`config.mk`:
```
export PLATFORM = sky130hd
export DESIGN_NAME = decoder_scan_n
export DESIGN_NICKNAME = d
export VERILOG_FILES = /design/src/rtl/decoder_pkg.sv /design/src/rtl/decoder_scan_n_tick_prescaler.sv /design/src/rtl/decoder_scan_n.sv
export SDC_FILE = /design/constraint.sdc
export NUM_CORES = 1
export LEC_CHECK = 0
export ABC_AREA = 1
export CAP_MARGIN = 30
export CORE_UTILIZATION = 50
export CTS_CLUSTER_SIZE = 10
export DETAILED_ROUTE_END_ITERATION = 16
export GPL_TIMING_DRIVEN = 0
export PLACE_DENSITY = 0.73
export SKIP_LAST_GASP = 1
export SLEW_MARGIN = 20
export SYNTH_ARGS = -nofsm -noshare
export SYNTH_HDL_FRONTEND = slang
export SYNTH_SLANG_ARGS = --single-unit
```
`constraint.sdc`:
```
create_clock -name clk -period 2.2 [get_ports clk]
set_input_delay 0.22 -clock clk [delete_from_list [all_inputs] [get_ports clk]]
set_output_delay 0.22 -clock clk [all_outputs]
set_load 0.01 [all_outputs]
```
`src/rtl/decoder_pkg.sv`:
```
`default_nettype none
// ============================================================================
// Package     : decoder_pkg
// Description : Mode and sweep-state encodings plus the one-hot helper shared
//               by the scanning decoder.
// Revision    : 1.0 - initial release
// ============================================================================
package decoder_pkg;

    localparam logic [1:0] MODE_DIRECT    = 2'b00;
    localparam logic [1:0] MODE_SCAN_UP   = 2'b01;
    localparam logic [1:0] MODE_SCAN_DOWN = 2'b10;
    localparam logic [1:0] MODE_SWEEP     = 2'b11;

    localparam logic [1:0] SWEEP_IDLE = 2'd0;
    localparam logic [1:0] SWEEP_RUN  = 2'd1;
    localparam logic [1:0] SWEEP_DONE = 2'd2;

    localparam int c_MAX_OUT = 256;

    // Callers size-cast the result down to their own output count.
    function automatic logic [c_MAX_OUT-1:0] onehot(input int idx, input int num_out);
        onehot = '0;
        for (int i = 0; i < c_MAX_OUT; i++) begin
            onehot[i] = (i == idx) && (idx < num_out);
        end
    endfunction

endpackage
`default_nettype wire

```
`src/rtl/decoder_scan_n_tick_prescaler.sv`:
```
`default_nettype none
// ============================================================================
// Module      : tick_prescaler
// Description : Programmable step-tick generator, period div+1 clock cycles.
// Revision    : 1.0 - initial release
// ============================================================================
module tick_prescaler #(
    parameter int DIV_W = 16
) (
    input  logic             clk,
    input  logic             rst,
    input  logic             en,
    input  logic             clr,
    input  logic [DIV_W-1:0] div,
    output logic             tick
);

    logic [DIV_W-1:0] r_cnt;

    // >= so that a live decrease of div below the count still terminates the period
    assign tick = (r_cnt >= div);

    always_ff @(posedge clk) begin
        if (rst) begin
            r_cnt <= '0;
        end else if (en) begin
            if (clr || tick) begin
                r_cnt <= '0;
            end else begin
                r_cnt <= r_cnt + 1'b1;
            end
        end
    end

endmodule
`default_nettype wire

```
`src/rtl/decoder_scan_n.sv`:
```
`default_nettype none
// ============================================================================
// Module      : decoder_scan_n
// Description : Registered binary-to-one-hot decoder with direct, scan-up,
//               scan-down and one-shot sweep modes.
// Revision    : 1.0 - initial release
// ============================================================================
module decoder_scan_n
    import decoder_pkg::*;
#(
    parameter int SEL_W      = 3,
    parameter int NUM_OUT    = 8,
    parameter int DIV_W      = 16,
    parameter int ACTIVE_LOW = 0
) (
    input  logic               clk,
    input  logic               rst,
    input  logic               en,
    input  logic [1:0]         mode,
    input  logic [SEL_W-1:0]   sel,
    input  logic               sel_valid,
    input  logic [DIV_W-1:0]   tick_div,
    output logic [NUM_OUT-1:0] y,
    output logic [SEL_W-1:0]   idx,
    output logic               wrap,
    output logic               busy,
    output logic               done,
    output logic               err
);

    localparam logic [SEL_W-1:0]   c_IDX_MAX = SEL_W'(NUM_OUT - 1);
    localparam logic [NUM_OUT-1:0] c_POL     = (ACTIVE_LOW != 0) ? '1 : '0;

    logic [1:0]         r_mode;
    logic [1:0]         r_state;
    logic [1:0]         w_state_nxt;
    logic [SEL_W-1:0]   r_idx;
    logic [SEL_W-1:0]   w_idx_nxt;
    logic [SEL_W-1:0]   r_last;
    logic [SEL_W-1:0]   w_last_nxt;
    logic [NUM_OUT-1:0] r_dec;
    logic [NUM_OUT-1:0] w_dec_nxt;
    logic [NUM_OUT-1:0] r_y;
    logic               r_wrap;
    logic               r_busy;
    logic               r_done;
    logic               r_err;
    logic               w_wrap_nxt;
    logic               w_busy_nxt;
    logic               w_done_nxt;
    logic               w_err_nxt;
    logic               w_tick;
    logic               w_mode_chg;
    logic               w_sel_oor;
    logic               w_sweep_start;

    assign w_mode_chg = (mode != r_mode);
    assign w_sel_oor  = (int'(sel) >= NUM_OUT);

    tick_prescaler #(
        .DIV_W (DIV_W)
    ) u_prescaler (
        .clk  (clk),
        .rst  (rst),
        .en   (en),
        .clr  (w_mode_chg | w_sweep_start),
        .div  (tick_div),
        .tick (w_tick)
    );

    always_comb begin
        w_state_nxt   = r_state;
        w_idx_nxt     = r_idx;
        w_last_nxt    = r_last;
        w_dec_nxt     = r_dec;
        w_busy_nxt    = r_busy;
        w_err_nxt     = r_err;
        w_wrap_nxt    = 1'b0;
        w_done_nxt    = 1'b0;
        w_sweep_start = 1'b0;

        if (!en) begin
            w_dec_nxt = r_dec;
        end else if (w_mode_chg) begin
            // A mode switch restarts from index 0 and abandons any sweep silently
            w_idx_nxt   = '0;
            w_busy_nxt  = 1'b0;
            w_state_nxt = SWEEP_IDLE;
            if (mode == MODE_SCAN_UP || mode == MODE_SCAN_DOWN) begin
                w_dec_nxt = NUM_OUT'(onehot(0, NUM_OUT));
            end else begin
                w_dec_nxt = '0;
            end
        end else begin
            case (r_mode)
                MODE_DIRECT: begin
                    if (sel_valid) begin
                        w_idx_nxt = sel;
                        w_dec_nxt = NUM_OUT'(onehot(int'(sel), NUM_OUT));
                        if (w_sel_oor) begin
                            w_err_nxt = 1'b1;
                        end
                    end
                end
                MODE_SCAN_UP: begin
                    if (w_tick) begin
                        w_wrap_nxt = (r_idx == c_IDX_MAX);
                        w_idx_nxt  = w_wrap_nxt ? '0 : r_idx + 1'b1;
                    end
                    w_dec_nxt = NUM_OUT'(onehot(int'(w_idx_nxt), NUM_OUT));
                end
                MODE_SCAN_DOWN: begin
                    if (w_tick) begin
                        w_wrap_nxt = (r_idx == '0);
                        w_idx_nxt  = w_wrap_nxt ? c_IDX_MAX : r_idx - 1'b1;
                    end
                    w_dec_nxt = NUM_OUT'(onehot(int'(w_idx_nxt), NUM_OUT));
                end
                default: begin
                    case (r_state)
                        SWEEP_IDLE: begin
                            w_dec_nxt = '0;
                            if (sel_valid) begin
                                w_last_nxt    = w_sel_oor ? c_IDX_MAX : sel;
                                w_idx_nxt     = '0;
                                w_busy_nxt    = 1'b1;
                                w_state_nxt   = SWEEP_RUN;
                                w_sweep_start = 1'b1;
                                w_dec_nxt     = NUM_OUT'(onehot(0, NUM_OUT));
                            end
                        end
                        SWEEP_RUN: begin
                            if (w_tick) begin
                                if (r_idx == r_last) begin
                                    w_state_nxt = SWEEP_DONE;
                                    w_busy_nxt  = 1'b0;
                                    w_done_nxt  = 1'b1;
                                    w_dec_nxt   = '0;
                                end else begin
                                    w_idx_nxt = r_idx + 1'b1;
                                    w_dec_nxt = NUM_OUT'(onehot(int'(w_idx_nxt), NUM_OUT));
                                end
                            end
                        end
                        default: begin
                            w_state_nxt = SWEEP_IDLE;
                            w_dec_nxt   = '0;
                        end
                    endcase
                end
            endcase
        end
    end

    always_ff @(posedge clk) begin
        if (rst) begin
            r_mode  <= MODE_DIRECT;
            r_state <= SWEEP_IDLE;
            r_idx   <= '0;
            r_last  <= '0;
            r_dec   <= '0;
            r_y     <= c_POL;
            r_wrap  <= 1'b0;
            r_busy  <= 1'b0;
            r_done  <= 1'b0;
            r_err   <= 1'b0;
        end else begin
            if (en) begin
                r_mode <= mode;
            end
            r_state <= w_state_nxt;
            r_idx   <= w_idx_nxt;
            r_last  <= w_last_nxt;
            r_dec   <= w_dec_nxt;
            // r_dec keeps the decoded pattern across en=0 so DIRECT can restore it
            r_y     <= en ? (w_dec_nxt ^ c_POL) : c_POL;
            r_wrap  <= w_wrap_nxt;
            r_busy  <= w_busy_nxt;
            r_done  <= w_done_nxt;
            r_err   <= w_err_nxt;
        end
    end

    assign y    = r_y;
    assign idx  = r_idx;
    assign wrap = r_wrap;
    assign busy = r_busy;
    assign done = r_done;
    assign err  = r_err;

endmodule
`default_nettype wire
```
Yosys cells after proc, flatten, opt, wreduce, memory -nomap -nowiden --
Index checks and enable logic that the tools add are counted.
Word-level totals: bits in registers 45, output and inout port bits 15, word-level logic and storage cells 131
Operators by class: $add $sub $neg 3, $lt $le $gt $ge 1, equal/unequal tests 44, mux-type cells 48, bitwise logic cells 6, reduce and logical (&&, ||, !) cells 19
Operators with widths (number):
- equality test 3 bit, first input constant | 16
- 2-to-1 mux 3 bit | 15
- 2-to-1 mux 8 bit | 5
- equality test 2 x 3 -> 1 bit, first input constant | 8
- case mux 8 bit (3 select lines) | 1
- adder 16 x 1 -> 16 bit, second input constant | 1
- greater-or-equal comparator 16 bit | 1
- 2-to-1 mux 16 bit | 1
- case mux 8 bit (2 select lines) | 1
- zero test 3 bit | 5
- 2-to-1 mux 1 bit | 15
- equality test 1 x 3 -> 1 bit, first input constant | 4
- AND reduction 6 bit | 2
- 2-to-1 mux 2 bit | 5
- AND reduction 5 bit | 2
- inequality test 3 bit, second input constant | 3
- case mux 3 bit (3 select lines) | 1
- OR reduction 8 bit | 1
- equality test 2 x 1 -> 1 bit, second input constant | 3
- inequality test 6 x 2 -> 1 bit, second input constant | 1
- inequality test 6 x 3 -> 1 bit, second input constant | 1
- case mux 3 bit (2 select lines) | 1
- nonzero test 6 bit | 1
- OR reduction 3 bit | 2
- other kinds (17) | 25

Logic depth before layout (Yosys ltp) --
Gate-level depths: netlist (run 1).
depth in word-level cells 10, mapped depth 20, mapped depth without buffers 19

Cells and area by module --
Synthesis (run 1) repeated with hierarchy kept, for this count alone.
Unflattened totals: cell total of the unflattened synthesis 516, area total of the unflattened synthesis 3369.5 sq um
Modules (own cells, without submodules):
- decoder_scan_n | instances 1, cells each 348, area an instance 2163.3 sq um, sequential area each 580.6 sq um
- tick_prescaler | instances 1, cells each 168, area an instance 1206.2 sq um, sequential area each 320.3 sq um

Worst setup path after synthesis (run 1) --
Ideal clock, no wire load.
path type register -> register, start point reg r_idx[0], in the netlist idx[0], end point reg r_y[1], in the netlist y[1], setup time 0.072 ns, data arrival time 1.854 ns, required time 2.128 ns, slack 0.274 ns, cell stages (with the launch flop) 14, clock period less this slack 1.926 ns, cell sequence dfxtp_1 inv_1 ha_1 inv_1 nor2_1 nor3_1 nand2_1 nand3_1 nand2_1 nor2_1 nand2_1 nand2_1 nand2_1 a21oi_1
Between the ends: longest elaborated chain between the ends 10
Ends and longest elaborated chain:
- start, declared | RTL line decoder_scan_n.sv:37 | logic [SEL_W-1:0] r_idx;
- start signal, assigned | RTL line decoder_scan_n.sv:172 | r_idx <= w_idx_nxt;
- subtractor 3 x 1 -> 3 bit, or another cell as far along | RTL line decoder_scan_n.sv:115 | w_idx_nxt = w_wrap_nxt ? c_IDX_MAX : r_idx - 1'b1;
- 2-to-1 mux 3 bit, on equally long branches | RTL line decoder_scan_n.sv:115, decoder_scan_n.sv:108
- 2-to-1 mux 3 bit, on equally long branches | RTL line decoder_scan_n.sv:113, decoder_scan_n.sv:106
- 2-to-1 mux 3 bit | RTL line decoder_scan_n.sv:95 | case (r_mode)
- 2-to-1 mux 3 bit | RTL line decoder_scan_n.sv:84 | end else if (w_mode_chg) begin
- 2-to-1 mux 3 bit | RTL line decoder_scan_n.sv:82 | if (!en) begin
- equality test 2 x 3 -> 1 bit | RTL line decoder_pkg.sv:25 | onehot[i] = (i == idx) && (idx < num_out);
- case mux 8 bit (3 select lines) * | RTL line decoder_scan_n.sv:95
- 2-to-1 mux 8 bit * | RTL line decoder_scan_n.sv:84
- 2-to-1 mux 8 bit * | RTL line decoder_scan_n.sv:82
- end signal, assigned | RTL line decoder_scan_n.sv:162 | r_y <= c_POL;
- end signal, assigned | RTL line decoder_scan_n.sv:176 | r_y <= en ? (w_dec_nxt ^ c_POL) : c_POL;
- end, declared | RTL line decoder_scan_n.sv:43 | logic [NUM_OUT-1:0] r_y;
Mark *: on every way between the ends. The rest lies on a longest branch, timed or not. The select of a mux whose other input is x is not followed. A chain may end at the register's enable or synchronous reset.

Final worst setup path (run 1) --
start point reg u_prescaler.r_cnt[9], end point reg r_y[6], in the netlist y[6]
Between the ends: longest elaborated chain between the ends 9
Ends and longest elaborated chain:
- start, declared | RTL line decoder_scan_n_tick_prescaler.sv:18 | logic [DIV_W-1:0] r_cnt;
- start signal, assigned | RTL line decoder_scan_n_tick_prescaler.sv:30 | r_cnt <= r_cnt + 1'b1;
- greater-or-equal comparator 16 bit * | RTL line decoder_scan_n_tick_prescaler.sv:21 | assign tick = (r_cnt >= div);
- 2-to-1 mux 3 bit, on equally long branches | RTL line decoder_scan_n.sv:113, decoder_scan_n.sv:106
- 2-to-1 mux 3 bit | RTL line decoder_scan_n.sv:95
- 2-to-1 mux 3 bit | RTL line decoder_scan_n.sv:84
- 2-to-1 mux 3 bit | RTL line decoder_scan_n.sv:82
- equality test 2 x 3 -> 1 bit | RTL line decoder_pkg.sv:25
- case mux 8 bit (3 select lines) * | RTL line decoder_scan_n.sv:95
- 2-to-1 mux 8 bit * | RTL line decoder_scan_n.sv:84
- 2-to-1 mux 8 bit * | RTL line decoder_scan_n.sv:82
Marks and branches as above.

==> results of run 1 <==
## cell type report
class / instances / area (sq um) / share of cell area, %
multi-input cells: 356 / 2560 / 56.6
inverters: 58 / 221 / 4.90
repair buffers: 58 / 561 / 12.4
clock buffers: 5 / 68.8 / 1.52
plain buffers: 9 / 70.1 / 1.55
clock inverters: 3 / 21.3 / 0.471
well taps: 75 / 93.8 / 2.08
flip-flops and latches: 45 / 926 / 20.5
## registers in the layout, summed over array words and instances (netlist names), 2 cells and up
| signal | count |
|---|---|
| r_mode | 2 |
| r_state | 2 |
| r_dec | 8 |
| idx | 3 |
| y | 8 |
| u_prescaler.r_cnt | 16 |
| r_last | 3 |
## cells in the mapped netlist, drive strengths merged (3+ instances only)
cell and count:
o21ai 21, nand2 110, inv 56, o211ai 3
nand3 33, nor4 3, clkbuf 4, xor2 5
nor2 60, a21oi 44, nand4 7, buf 6
xnor2 7, a22oi 9, ha 28, nor3 10
dfxtp 45
## per-stage QoR
step / hold slack, ns / area [sq um] / instances / utilization, % / TNS, ns
global route: 0.527 / 4520 / 609 / 75.4 / -2.46
CTS: 0.486 / 4010 / 598 / 67.0 / -0.000902
global placement: 0.464 / 3620 / 582 / 60.5 / -12.80
finish: 0.489 / 4520 / 609 / 75.4 / -0.138
floorplan: 0.289 / 3150 / 469 / - / 0
detailed placement: 0.475 / 3620 / 582 / 60.5 / -13.63
## power groups by stage
stage	clock, W	combinational, W	sequential (W)
final	0.000535	0.000572	0.000874
after global routing	0.000569	0.000616	0.000877
after CTS	0.000532	0.000456	0.000872
after detailed placement	0	0.000417	0.000891
after global placement	0	0.000414	0.000890
after floorplan	0	0.000268	0.000888
## worst max-delay path, stage by stage (launching register included)
cell and delay [ns]:
dfxtp_1 0.36, ha_4 0.29, nand4_1 0.19, nor3_4 0.21
nand2_4 0.13, nand2_8 0.12, buf_8 0.14, nand2_4 0.06
nand3_2 0.08, nand2_2 0.09, nor2_2 0.13, nand2_1 0.08
nand2_1 0.06, nand2_1 0.06, a21oi_1 0.13
## routing by layer
layer / wire length, um / part of all wire (%)
met1: 3940 / 39
met2: 5120 / 50
met3: 683 / 6.7
met4: 428 / 4.2
met5: 0 / 0
## worst min path at each step
stage,start,endpoint,slack (ns),cells after the start
after floorplan,rst,busy,0.29,1
after global placement,busy,busy,0.46,2
after detailed placement,u_prescaler.r_cnt[7],u_prescaler.r_cnt[7],0.48,2
after CTS,u_prescaler.r_cnt[7],u_prescaler.r_cnt[7],0.49,2
after global routing,r_state[0],r_state[0],0.53,2
final,busy,busy,0.49,2
## timing repair
item,4_1_cts,5_1_grt
resized for setup,70,90
gates cloned,2,0
endpoints found under the setup margin,30,37
setup buffers,6,12
pin swaps,38,38
## logic make-up (layout without fill, tap and decap cells)
| family | after synthesis | after routing | share of synthesized area, % |
|---|---|---|---|
| other | 1 | 1 | 0.119 |
| AO/OA/AOI/OAI | 88 | 88 | 16.3 |
| buffers and inverters | 68 | 133 | 8.82 |
| XOR/XNOR | 12 | 12 | 3.34 |
| adder cells (fa/ha/maj) | 28 | 28 | 11.1 |
| AND/OR/NAND/NOR | 227 | 227 | 31.7 |
| flip-flops | 45 | 45 | 28.6 |
==> flow_summary.toml, run 1 <==
[critical_path]
cp.arrival_ns = 2.46
crit_fanout = 5
r2r_end = "y[6]"
start_kind = "flop"
crit_end = "y[6]"
critPathRequiredTime_ns = 2.43
r2r_slack_ns = -0.03
worstSetupPathType = "flop to flop"
critPathLaunch = "u_prescaler.r_cnt[9]"
r2r-start = "u_prescaler.r_cnt[9]"
end_kind = "flop"
reg2regPathDepth = 14

[cells_and_area]
nFillCells = 437
diodes = 0
final_common_cell = "nand2_1"
area_growth_pct = 43.6
nets = 586
layout_common_cells = "81 x nand2_1, 49 x inv_1, 46 x nor2_1"
drive_above_1_share_pct = 29.0

[logic_synthesis]
synth_top_area_cell = "dfxtp_1"
ys_warn_count = 0
synth-seq-cells = 45
synth_edf_count = 0
syn_nets = 522
syn_inst = 469
avgSynthCellArea_sq_um = 6.71
synth_top_cell_area_share_pct = 28.6
synth_cell_types = 39
synthArstFlopShare_pct = 0
synth.area.top_cells = "dfxtp_1 29%, nand2_1 13%, ha_1 11%, a21oi_1 6.8%, inv_1 6.7%"
synth_flop_cell = "dfxtp_1"
synth_area_sq_um = 3150
synth-seq-area-share_pct = 28.6

[sta]
setup_viol = 12
worstMarginPinSlew_ns = 0.626
slew_viol_final = 0
fin_skew_ns = 0.0113
finalCritPeriodShare_pct = 101
rsz0062_at_grt = "true"
worst_slack_ns = -0.0269
fmax_ghz = 0.449
fin_crit_ns = 2.23
maxSlewHeadroom_pct = 58.1
hold_viol = 0

[grt]
grt_use_total_pct = 28.1
antenna_found_initial = 0
grt_first_pass_wirelength_mm = 14.2
grt_max_degree = 16
grt_use_met2_pct = 46.8
grt_pass1_vias = 3071
grt_util_met3_pct = 3.71
use_met1_pct = 35.4
grt_busiest_layer = "met2"
overflow = 0

[clocking]
cts_num_sinks = 45
cts_tree = "done"
cts_made_buffers = 5
holdBufCountCts = 0
clk_latency_ns = 0.31
clk_pin_slew_ns = 0.10
root_buffer = "clkbuf_8"
cts_htree_levels = 2
clk_path_buf_depth = 2

[power]
p_total_w = 0.00198
irDropWorstVdd_v = 0.000350
combPwrFrac_pct = 28.9
p_sw_w = 0.000697
power_frac_seq_pct = 44.1
clock_power_share_pct = 27.0
power.density_nw_per_um2 = 438
cell_internal_pwr_w = 0.00128
p_leak_nw = 1.95
sw_frac_of_total_pct = 35.2

[place]
portBuffers = 38
place.gp.congestion = 1.00
dpl.hpwl_mm = 6.20
dpl_worst_slack_ns = -0.524

[die]
dieArea_sq_um = 6620
core_area_sq_um = 5990
die_w_um = 81.3
start_util_pct = 52.5
ios = 40
die_h_um = 81.3
row_count = 28

[drt]
firstDrtPassIters = 5
wl_per_cell_um = 16.7
via_per_inst = 5.87
drt_iter0_drc = 265
via_count = 3574
postRouteAntennaNets = 0
drc_errors = 0
routed_wl_mm = 10.2

[flow_run]
maxCapViolCount = 0

[outcome]
violations = "setup timing"
status = "finished, violations left"

[min_path]
hold_class = "flop to flop"
Note: power is estimated with default switching activity, not from simulation.
==> inputs of run 2 (changes only) <==
--- a/config.mk
+++ b/config.mk
@@ -12,6 +12,7 @@
 export DETAILED_ROUTE_END_ITERATION = 16
 export GPL_TIMING_DRIVEN = 0
 export PLACE_DENSITY = 0.73
+export RECOVER_POWER = 25
 export SKIP_LAST_GASP = 1
 export SLEW_MARGIN = 20
 export SYNTH_ARGS = -nofsm -noshare
==> run 2 against run 1 <==
Compared with the run above: die area did not move; critical path depth unchanged; worst setup slack better by 0.00079 ns; utilization stayed put; the flow still finishes with violations (setup timing); sequential cell count did not move; clock-buffer cell count is the same; routed wire length fell by 0.30%; cell area unchanged; hold slack hardly changed; highest routed layer unchanged; power decreased by 0.18%; first-iteration DRC count unchanged; clock skew hardly changed.
==> flow_summary.toml, run 2 (synthesis results as in run 1) <==
[outcome]
status = "finished, violations left"
violations = "setup timing"

[grt]
grt_busiest_layer = "met2"
grt_max_degree = 16
antenna_found_initial = 0
grt_first_pass_wirelength_mm = 14.2
grt_use_met2_pct = 46.8
grt_util_met3_pct = 3.71
overflow = 0
use_met1_pct = 35.4
grt_use_total_pct = 28.1
grt_pass1_vias = 3071

[clocking]
cts_htree_levels = 2
cts_num_sinks = 45
clk_pin_slew_ns = 0.10
cts_tree = "done"
holdBufCountCts = 0
clk_path_buf_depth = 2
cts_made_buffers = 5
clk_latency_ns = 0.31
root_buffer = "clkbuf_8"

[min_path]
min_to = "busy"
hold_class = "flop to flop"
min_path_cells = 2
min_from = "busy"

[cells_and_area]
drive_above_1_share_pct = 29.0
largest_reg_flops = 16
area_growth_pct = 43.6
final_common_cell = "nand2_1"
layout_common_cells = "81 x nand2_1, 49 x inv_1, 46 x nor2_1"
nFillCells = 437
largest_register = "u_prescaler.r_cnt"
nets = 586
seq_area_sq_um = 926
instances_no_fill = 609
multiInputGateArea_sq_um = 2560
diodes = 0

[die]
die_w_um = 81.3
dieArea_sq_um = 6620
row_count = 28
ios = 40
core_area_sq_um = 5990
start_util_pct = 52.5
die_h_um = 81.3

[critical_path]
critPathMaxStageDelay_ns = 0.36
critical_path.most_common_cell = "nand2_1"
path_cells = "ha_4 -> nand4_1 -> nor3_4 -> nand2_4 -> nand2_8 -> buf_8 -> nand2_4 -> nand3_2 -> nand2_2 -> nor2_2 -> nand2_1 -> nand2_1 -> nand2_1 -> a21oi_1"
reg2regPathDepth = 14
critPathLaunch = "u_prescaler.r_cnt[9]"
crit_fanout = 5
start_kind = "flop"
r2r_slack_ns = -0.03
critPathRequiredTime_ns = 2.43
end_kind = "flop"
r2r-start = "u_prescaler.r_cnt[9]"
cp_slowest_cell = "dfxtp_1"
worstSetupPathType = "flop to flop"
r2r_end = "y[6]"
cp.arrival_ns = 2.45

[place]
dpl.hpwl_mm = 6.20
portBuffers = 38
place.gp.congestion = 1.00
dp.cells = 582

[drt]
routed_wl_mm = 10.1
via_per_inst = 5.86
postRouteAntennaNets = 0
drt_iter0_drc = 265
wl_per_cell_um = 16.7
firstDrtPassIters = 5
via_count = 3570
drc_errors = 0

[power]
p_total_w = 0.00198
irDropWorstVdd_v = 0.000348
power.density_nw_per_um2 = 438
p_leak_nw = 1.98

[sta]
finalCritPeriodShare_pct = 101
hold_viol = 0
worstMarginPinSlew_ns = 0.623
slew_viol_final = 0
fin_skew_ns = 0.0109
maxSlewHeadroom_pct = 58.3
fin_crit_ns = 2.23
rsz0062_at_grt = "true"
setup_viol = 11
worst_slack_ns = -0.0261
fmax_ghz = 0.449

[flow_run]
maxCapViolCount = 0
## run 2: cell types whose count changed in the layout (fill, tap and decap cells not counted), sizes merged
| cell | previous run | this run |
|---|---|---|
| clkdlybuf4s50 | 31 | 22 |
| dlygate4sd3 | 0 | 9 |
## run 2: per-stage QoR
stage	utilization, %	setup TNS, ns	instance area (sq um)	setup slack (ns)	hold WS, ns
detailed placement	60.5	-13.63	3620	-0.524	0.475
finish	75.4	-0.140	4520	-0.0261	0.489
floorplan	-	0	3150	0.274	0.289
global placement	60.5	-12.80	3620	-0.506	0.464
global route	75.4	-2.46	4520	-0.136	0.527
CTS	67.0	-0.000902	4010	-0.000902	0.486
## run 2: worst max path at each step
stage                  end  slack (ns)  cells past startpoint
floorplan             y[1]        0.27                     13
global placement    idx[1]       -0.51                     13
detailed placement  idx[0]       -0.52                     13
CTS                   y[3]     -0.0009                     13
global route          y[7]       -0.14                     14
finish                y[6]       -0.03                     14
## run 2: power by group
part | total (W) | switching (W) | internal [W]
Clock | 0.000534 | 0.000308 | 0.000226
Sequential | 0.000874 | 0.0000354 | 0.000838
Combinational | 0.000570 | 0.000353 | 0.000217
Total | 0.00198 | 0.000696 | 0.00128
## run 2: final cells by class
cell class                      count  share of cell area (%)
Buffer                              9                    1.55
Clock buffer                        5                    1.52
Clock inverter                      3                   0.471
Inverter                           58                    4.90
Multi-Input combinational cell    356                    56.6
Sequential cell                    45                    20.5
Tap cell                           75                    2.08
Timing Repair Buffer               58                    12.4
## run 2: what timing repair did
item	4_1_cts	5_1_grt
endpoints found under the setup margin	30	37
cloned	2	0
pin swaps	38	38
setup buffers	6	12
gates resized for setup	70	90
## run 2: routing by layer
metal  part of all wire, %  up-vias
li1                      -     1684
met1                    39     1641
met2                    50      190
met3                   6.7       55
met4                   4.5        0
met5                     0        -
## run 2: worst max-delay path: cells and delay by family (launching register included)
| kind | cells | cell delay (ns) |
|---|---|---|
| flip-flops | 1 | 0.36 |
| AO/OA/AOI/OAI | 1 | 0.13 |
| AND/OR/NAND/NOR | 11 | 1.21 |
| buffers and inverters | 1 | 0.14 |
| adder cells (fa/ha/maj) | 1 | 0.29 |
==> inputs of run 3 (changes only) <==
--- a/config.mk
+++ b/config.mk
@@ -6,11 +6,13 @@
 export NUM_CORES = 1
 export LEC_CHECK = 0
 export ABC_AREA = 1
+export ABC_CLOCK_PERIOD_IN_PS = 2200
 export CAP_MARGIN = 30
 export CORE_UTILIZATION = 50
 export CTS_CLUSTER_SIZE = 10
 export DETAILED_ROUTE_END_ITERATION = 16
 export GPL_TIMING_DRIVEN = 0
+export MAX_ROUTING_LAYER = met4
 export PLACE_DENSITY = 0.73
 export RECOVER_POWER = 25
 export SKIP_LAST_GASP = 1
==> run 3 against run 2 <==
Compared with the run above: the flow still finishes with violations (setup timing); sequential power about the same; hold slack worse by 0.0049 ns; global-route usage about the same; first-iteration DRC count is 4.5% lower.
==> flow_summary.toml, run 3 (synthesis results as in run 1) <==
[grt]
grt_pass1_vias = 3043
grt_use_total_pct = 28.0
antenna_found_initial = 0
overflow = 0
grt_max_degree = 13
grt_first_pass_wirelength_mm = 13.7

[sta]
fin_crit_ns = 2.26
rsz0062_at_grt = "true"
hold_viol = 0
fmax_ghz = 0.442
setup_viol = 9
finalCritPeriodShare_pct = 103
worstMarginPinSlew_ns = 0.629
worst_slack_ns = -0.0649
slew_viol_final = 0
maxSlewHeadroom_pct = 57.9
fin_skew_ns = 0.00997

[place]
dp.cells = 582
portBuffers = 38
dpl.hpwl_mm = 6.26
place.gp.congestion = 1.02
dpl_worst_slack_ns = -0.590

[drt]
firstDrtPassIters = 7
drc_errors = 0
routed_wl_mm = 9.45
via_per_inst = 5.80
via_count = 3499
wl_per_cell_um = 15.7
postRouteAntennaNets = 0
drt_iter0_drc = 253

[clocking]
root_buffer = "clkbuf_8"
holdBufCountCts = 0
cts_tree = "done"
clk_path_buf_depth = 2
clk_pin_slew_ns = 0.08
cts_htree_levels = 2
cts_made_buffers = 5
clk_latency_ns = 0.31
cts_num_sinks = 45

[cells_and_area]
nets = 582
diodes = 0
finalCoreUtilization_pct = 73.1
instances_no_fill = 603
area_growth_pct = 39.0
multiInputGateArea_sq_um = 2440
drive_above_1_share_pct = 25.6
final_common_cell = "nand2_1"
nFillCells = 458
largest_reg_flops = 16
largest_register = "u_prescaler.r_cnt"
seq_area_sq_um = 925
layout_common_cells = "89 x nand2_1, 47 x inv_1, 47 x nor2_1"

[die]
die_w_um = 81.3
die_h_um = 81.3
core_area_sq_um = 5990
dieArea_sq_um = 6620
start_util_pct = 52.5
row_count = 28
ios = 40

[critical_path]
crit_fanout = 5
r2r_slack_ns = -0.04
r2r_end = "y[0]"
critPathRequiredTime_ns = 2.42
critPathLaunch = "tick_div[15]"
cp_slowest_cell = "clkdlybuf4s50_1"
worstSetupPathType = "input port to flop"
crit_end = "y[0]"
start_kind = "input port"
end_kind = "flop"
path_cells = "clkdlybuf4s50_1 -> inv_1 -> ha_4 -> a21oi_2 -> o21ai_2 -> a21oi_4 -> buf_12 -> nand2_8 -> buf_6 -> nand2_4 -> nand2_1 -> nor2_1 -> nand3_1 -> nand3_1 -> nand2_1 -> a21oi_1"
reg2regPathDepth = 17
cp.arrival_ns = 2.49
r2r-start = "u_prescaler.r_cnt[2]"
critPathMaxStageDelay_ns = 0.46

[power]
p_leak_nw = 1.94
power.density_nw_per_um2 = 432
power_frac_seq_pct = 46.1
p_sw_w = 0.000639
sw_frac_of_total_pct = 33.8
irDropWorstVdd_v = 0.000295
combPwrFrac_pct = 28.1
p_total_w = 0.00189
clock_power_share_pct = 25.8
cell_internal_pwr_w = 0.00125

[flow_run]
maxCapViolCount = 0

[outcome]
status = "finished, violations left"
violations = "setup timing"

[min_path]
hold_class = "flop to flop"
==> run 3: power by group through the flow <==
| stage | clock [W] | sequential (W) | combinational, W |
|---|---|---|---|
| 2_1_floorplan | 0 | 0.000888 | 0.000268 |
| 3_3_place_gp | 0 | 0.000890 | 0.000413 |
| 3_5_place_dp | 0 | 0.000891 | 0.000421 |
| 4_1_cts | 0.000484 | 0.000872 | 0.000450 |
| 5_1_grt | 0.000524 | 0.000875 | 0.000576 |
| 6_report | 0.000487 | 0.000872 | 0.000530 |
==> run 3: final cells by class <==
type / count / share of cell area (%)
clock buffers: 5 / 1.57
clock inverters: 1 / 0.114
repair buffers: 54 / 12.7
flip-flops and latches: 45 / 21.1
multi-input cells: 356 / 55.8
plain buffers: 9 / 1.52
inverters: 58 / 4.97
well taps: 75 / 2.14
==> run 3: how the worst min path moves through the flow <==
stage | startpoint | endpoint | slack (ns) | cells after the start
6_report | busy | busy | 0.48 | 2
5_1_grt | r_state[0] | r_state[0] | 0.53 | 2
4_1_cts | busy | busy | 0.49 | 2
3_5_place_dp | busy | busy | 0.47 | 2
3_3_place_gp | busy | busy | 0.46 | 2
2_1_floorplan | rst | busy | 0.29 | 1
==> run 3: critical path: cells and delay by family <==
| family | cells | cell delay, ns |
|---|---|---|
| AOI/OAI and AO/OA | 4 | 0.51 |
| and+or+nand+nor | 7 | 0.68 |
| buffers and inverters | 4 | 0.82 |
| adders and majority gates | 1 | 0.25 |
==> run 3: per-layer routing <==
metal  global-route usage (%)  wire length (um)  up-vias
met5                        -                 0        -
met1                     32.8              3720     1585
met2                     46.4              4620      194
met3                     4.16               700       44
li1                         -                 -     1676
met4                     14.1               408        0
==> run 3: stage by stage <==
step	hold slack [ns]	setup TNS, ns	area, sq um
3_3_place_gp	0.464	-12.79	3620
3_5_place_dp	0.473	-16.13	3620
4_1_cts	0.489	-0.0250	3920
6_report	0.485	-0.237	4380
2_1_floorplan	0.289	0	3150
5_1_grt	0.530	-2.41	4380
==> run 3: what timing repair did <==
item                       CTS  global route
gates cloned                 2             0
buffers inserted             6             8
setup endpoints to repair   33            36
pin swaps                   19            41
resized for setup           43            89
==> RTL change 1: new RTL, flow settings as in run 3 <==
The parameter `SEL_W` goes from 3 to 4.
--- a/src/rtl/decoder_scan_n.sv
+++ b/src/rtl/decoder_scan_n.sv
@@ -10,3 +10,3 @@
 #(
-    parameter int SEL_W      = 3,
+    parameter int SEL_W      = 4,
     parameter int NUM_OUT    = 8,
Interface: changed (resized idx and sel); port bits go from 40 to 42. The function was not compared with the original's and may differ.
==> RTL change 1 against run 3 <==
  * The run ends with DRC, setup timing left
  * Sequential power up 5.7%
  * Via count rose by 9.1%
  * Routed wire length rose by 15%
  * Worst setup slack better by 0.0020 ns
  * Total power grew 12%
  * Core utilization grew 1.3 points
  * Maximum frequency about the same
  * Synthesized area is 9.1% higher
  * Register-to-register slack worse by 0.02 ns
  * Sequential cell count grew 3
  * Design area up 10%
  * Critical endpoint is now idx[3]$_SDFFE_PP0P_
==> RTL change 1: results (changes against run 3) <==
| Metric | Value |
|---|---|
| GRT Util Overall | `30.68% (+2.6 points)` |
| Final HPWL from detailed placement | `7.420 mm (+19%)` |
| Worst Hold Endpoint | `r_last[3]$_SDFFE_PP0P_` |
| Post-place setup slack | `-0.5473 ns (+0.04244 ns)` |
| Status | `finished, violations left` |
| Met2 Use GR | `53.58% (+7.2 points)` |
| Power Density | `438.1 nW/um2 (+1.5%)` |
| Failing checks | `DRC, setup timing` |
| Start point of the critical path | `u_prescaler.r_cnt[7]$_SDFFE_PP0P_` |
| Final setup vio count | `10 (+1)` |
| Post-DR vias/cell | `5.730 (-1.3%)` |
| Adder-cell share of the synthesized area | `9.840% (-1.3 points)` |
| Pin count of the biggest net entering global routing | `18 (+5)` |
| Met1 wire length | `4.567 mm (+23%)` |
| Syn avg cell area | `6.590 um2 (-1.8%)` |
| Top cells by count, synth | `123 x nand2_1, 59 x inv_1, 51 x a21oi_1` |
| CP endpoint | `idx[3]$_SDFFE_PP0P_` |
| Switching Fraction | `36.10% (+2.3 points)` |
| DR WL met2 | `5.339 mm (+16%)` |
| Fin cells | `666 (+10%)` |
| Max FO, Critical Path | `8 (+3)` |
| R2r worst-path depth | `15 (-2)` |
| Netlist cell types | `36 (-7.7%)` |
| Placed cell areas | `3940 um2 (+8.8%)` |
| Clock transition at the registers of the reported paths | `0.10 ns (+0.02 ns)` |
| Worst hold slack | `0.4679 ns (-0.01657 ns)` |
| DRC viols | `1 (+1)` |
| Hold Path Origin | `r_last[3]$_SDFFE_PP0P_` |
| Fillers | `499 (+9.0%)` |
| GP Congestion | `0.9635 (-5.8%)` |
| Wire per inst | `16.36 um (+4.4%)` |
| Synth area leaders | `dfxtp_1 28%, nand2_1 13%, ha_1 9.8%` |
| Worst Slack Setup Final | `-0.06299 ns (+0.001957 ns)` |
| Crit path largest cell delay | `0.38 ns (-0.08 ns)` |
| Met1 Use GR | `35.97% (+3.2 points)` |
| Initial DRT Pass Iterations | `11 (+4)` |
| Met3 routed WL | `531 um (-24%)` |
| Peak supply drop | `0.3302 mV (+12%)` |
| Mapped Nets | `574 (+10%)` |
| Synth Area in Compound Gates | `18.44% (+2.1 points)` |
| XOR/XNOR Fraction of Synth Area | `3.827% (+0.49 points)` |
| Crit path max-delay cell type | `dfxtp_4` |
RTL change 1: cell types whose count changed after synthesis, moves of 5 or more:
cell	run 3	this run
nor3_1	6	12
o21ai_0	18	35
nor2_1	56	36
a31oi_1	0	5
xor2_1	5	11
a21oi_1	43	51
nand2_1	105	123
nand2_2	3	10
nand3_1	33	39
clkbuf_1	4	9
a22oi_1	9	0
o211ai_1	3	11
RTL change 1: worst reg2reg max path, cell delays in order, from the launching register on:
cell and delay, ns:
dfxtp_4 0.38, ha_4 0.28, nand2_4 0.05, buf_4 0.13, nor2_2 0.11, nor2_1 0.06
nand2_2 0.10, nand2_4 0.12, nand2_8 0.14, buf_12 0.15, buf_6 0.10, a31oi_1 0.06
nand2_1 0.11, nand2_4 0.10, a21oi_1 0.19, a21oi_2 0.07
RTL change 1: cell type report:
class / instances / area (um2) / area share (%)
buffer: 12 / 63.81 / 1.321
clock buffer: 5 / 68.82 / 1.424
clock inverter: 3 / 26.28 / 0.5438
inverter: 64 / 240.2 / 4.972
multi-input combinational: 397 / 2750 / 56.91
sequential: 48 / 998.5 / 20.66
tap: 77 / 96.34 / 1.994
timing repair buffer: 60 / 588.1 / 12.17
RTL change 1: kinds of logic (layout without fill, tap and decap cells):
logic type | count (synthesis) | count (layout)
XOR/XNOR | 15 | 15
flip-flops | 48 | 48
AND/OR/NAND/NOR | 241 | 241
AO/OA/AOI/OAI | 114 | 114
adder cells (fa/ha/maj) | 27 | 27
buffers and inverters | 76 | 144
RTL change 1: timing repair:
action | CTS | global route
endpoints found under the setup margin | 32 | 33
pin swaps | 29 | 52
resized for setup | 73 | 99
setup buffers | 11 | 8
==> RTL change 2: new RTL, settings of run 3 <==
Without the edit above. Register the inputs `en`, `mode`, `sel`, `sel_valid` and `tick_div` before use, with the module's reset. The logic sees them one clock later.
--- a/src/rtl/decoder_scan_n.sv
+++ b/src/rtl/decoder_scan_n.sv
@@ -33,2 +33,24 @@
 
+    logic en_q;
+    logic [1:0] mode_q;
+    logic [SEL_W-1:0] sel_q;
+    logic sel_valid_q;
+    logic [DIV_W-1:0] tick_div_q;
+
+    always_ff @(posedge clk) begin
+        if (rst) begin
+            en_q        <= '0;
+            mode_q      <= '0;
+            sel_q       <= '0;
+            sel_valid_q <= '0;
+            tick_div_q  <= '0;
+        end else begin
+            en_q        <= en;
+            mode_q      <= mode;
+            sel_q       <= sel;
+            sel_valid_q <= sel_valid;
+            tick_div_q  <= tick_div;
+        end
+    end
+
     logic [1:0]         r_mode;
@@ -56,4 +78,4 @@
 
-    assign w_mode_chg = (mode != r_mode);
-    assign w_sel_oor  = (int'(sel) >= NUM_OUT);
+    assign w_mode_chg = (mode_q != r_mode);
+    assign w_sel_oor  = (int'(sel_q) >= NUM_OUT);
 
@@ -64,5 +86,5 @@
         .rst  (rst),
-        .en   (en),
+        .en   (en_q),
         .clr  (w_mode_chg | w_sweep_start),
-        .div  (tick_div),
+        .div  (tick_div_q),
         .tick (w_tick)
@@ -81,3 +103,3 @@
 
-        if (!en) begin
+        if (!en_q) begin
             w_dec_nxt = r_dec;
@@ -88,3 +110,3 @@
             w_state_nxt = SWEEP_IDLE;
-            if (mode == MODE_SCAN_UP || mode == MODE_SCAN_DOWN) begin
+            if (mode_q == MODE_SCAN_UP || mode_q == MODE_SCAN_DOWN) begin
                 w_dec_nxt = NUM_OUT'(onehot(0, NUM_OUT));
@@ -96,5 +118,5 @@
                 MODE_DIRECT: begin
-                    if (sel_valid) begin
-                        w_idx_nxt = sel;
-                        w_dec_nxt = NUM_OUT'(onehot(int'(sel), NUM_OUT));
+                    if (sel_valid_q) begin
+                        w_idx_nxt = sel_q;
+                        w_dec_nxt = NUM_OUT'(onehot(int'(sel_q), NUM_OUT));
                         if (w_sel_oor) begin
@@ -122,4 +144,4 @@
                             w_dec_nxt = '0;
-                            if (sel_valid) begin
-                                w_last_nxt    = w_sel_oor ? c_IDX_MAX : sel;
+                            if (sel_valid_q) begin
+                                w_last_nxt    = w_sel_oor ? c_IDX_MAX : sel_q;
                                 w_idx_nxt     = '0;
@@ -167,4 +189,4 @@
         end else begin
-            if (en) begin
-                r_mode <= mode;
+            if (en_q) begin
+                r_mode <= mode_q;
             end
@@ -175,3 +197,3 @@
             // r_dec keeps the decoded pattern across en=0 so DIRECT can restore it
-            r_y     <= en ? (w_dec_nxt ^ c_POL) : c_POL;
+            r_y     <= en_q ? (w_dec_nxt ^ c_POL) : c_POL;
             r_wrap  <= w_wrap_nxt;
Function: changed (Yosys sat finds a counterexample within 4 cycles, from zero or initial values and one cycle with rst high).
==> RTL change 2 against run 3 <==
  * The run still ends with setup timing left
  * Largest power group unchanged
  * Design area up 20%
  * Highest routed layer unchanged
  * Routed wire length rose by 12%
  * Critical path type is now reg2reg
  * Maximum frequency rose by 1.2%
  * Synthesized area rose by 23%
  * Worst setup slack better by 0.027 ns
  * Critical path depth fell by 1
  * Die area rose by 22%
  * Total power is 62% higher
  * Sequential power grew 51%
  * Sequential cell count is 23 higher
==> RTL change 2: results (changes against run 3) <==
| Metric | Value |
|---|---|
| Status | `finished, violations left` |
| Failing checks | `setup timing` |
| Syn avg cell area | `7.045 um2 (+5.0%)` |
| Leak pwr | `0.002264 uW (+17%)` |
| Met2 Use GR | `43.21% (-3.2 points)` |
| Via Count | `3839 (+9.7%)` |
| CP top delay family | `compound AO/OA/AOI/OAI gates` |
| Register area share after synthesis | `35.20% (+6.6 points)` |
| First-pass GRT wire length | `16.79 mm (+22%)` |
| Netlist cell types | `43 (+10%)` |
| Met3 routed WL | `630 um (-10%)` |
| GRT Util Overall | `27.11% (-0.93 points)` |
| Fin cells | `716 (+19%)` |
| Adder-cell share of the synthesized area | `9.059% (-2.1 points)` |
| Worst Slack Setup Final | `-0.03832 ns (+0.02663 ns)` |
| Htree depth | `3 (+1)` |
| DR WL met2 | `4.985 mm (+8.0%)` |
| Final setup vio count | `10 (+1)` |
| Start point of the critical path | `tick_div_q[13]$_SDFF_PP0_` |
| Final HPWL from detailed placement | `7.410 mm (+18%)` |
| Synth Area in Compound Gates | `13.20% (-3.1 points)` |
| Crit path max-delay cell type | `dfxtp_1` |
| Placed cell count | `686 (+18%)` |
| GP Congestion | `0.9446 (-7.6%)` |
| CP Data Arrival Time | `2.53 ns (+0.04 ns)` |
| Wire per inst | `14.76 um (-5.8%)` |
| Top cells by count, synth | `119 x nand2_1, 79 x inv_1, 69 x nor2_1` |
| Fin Clk Skew | `0.01260 ns (+0.002629 ns)` |
| Biggest regs | `tick_div_q: 16 flops, u_prescaler.r_cnt: 16 flops` |
| Max FO, Critical Path | `4 (-1)` |
| Crit path largest cell delay | `0.31 ns (-0.15 ns)` |
| # resized after CTS | `62 (+44%)` |
| Layout net count | `665 (+14%)` |
| Clk Latency, worst-skew pair | `0.36 ns (+0.05 ns)` |
| Total CTS buffers | `9 (+4)` |
| Worst hold slack | `0.3635 ns (-0.1210 ns)` |
| Share of layout cells above drive strength 1 | `26.09% (+0.53 points)` |
| Initial DRC count | `313 (+24%)` |
| Mapped Nets | `602 (+15%)` |
| Peak supply drop | `0.3737 mV (+27%)` |
| Hold Path Origin | `tick_div[11]` |
| Initial DRT Pass Iterations | `5 (-2)` |
| Met1 Use GR | `33.79% (+0.98 points)` |
| Reg2reg end | `r_dec[3]$_SDFF_PP0_` |
| XOR/XNOR Fraction of Synth Area | `2.491% (-0.85 points)` |
| R2r worst-path depth | `15 (-2)` |
| Vias in the first global route | `3603 (+18%)` |
| Worst Hold Endpoint | `tick_div_q[11]$_SDFF_PP0_` |
| Met3 GRT Util | `6.345% (+2.2 points)` |
| Synth area leaders | `dfxtp_1 35%, nand2_1 12%, ha_1 9.1%` |
-- RTL change 2: changes by cell type in the layout (fill, tap and decap cells not counted), moves of 6 or more --
| cell | change |
|---|---|
| nand3_2 | -7 |
| nand2_1 | +6 |
| nor2_1 | +14 |
| nand2_2 | +9 |
| dfxtp_1 | +17 |
| inv_1 | +27 |
| buf_6 | -6 |
-- RTL change 2: metrics by stage --
stage               setup WS [ns]  area, um2
finish                   -0.03832       5261
global route              -0.1912       5261
CTS                      -0.03237       4966
detailed placement        -0.1455       4372
global placement          -0.1604       4372
floorplan                  0.2760       3867
-- RTL change 2: cell type report --
class                   count  area, um2
clock buffers              10      137.6
repair buffers             53      555.5
clock inverters             6      87.58
multi-input cells         386       2579
flip-flops and latches     68       1398
plain buffers              10      62.56
inverters                  84      317.8
well taps                  99      123.9
fillers                   581       2108
-- RTL change 2: power breakdown --
group	internal (uW)	switching, uW	leakage (uW)
clock network	666	495	0.000105
logic	223	348	0.00159
registers	1280	42.5	0.000567
total	2170	886	0.00226
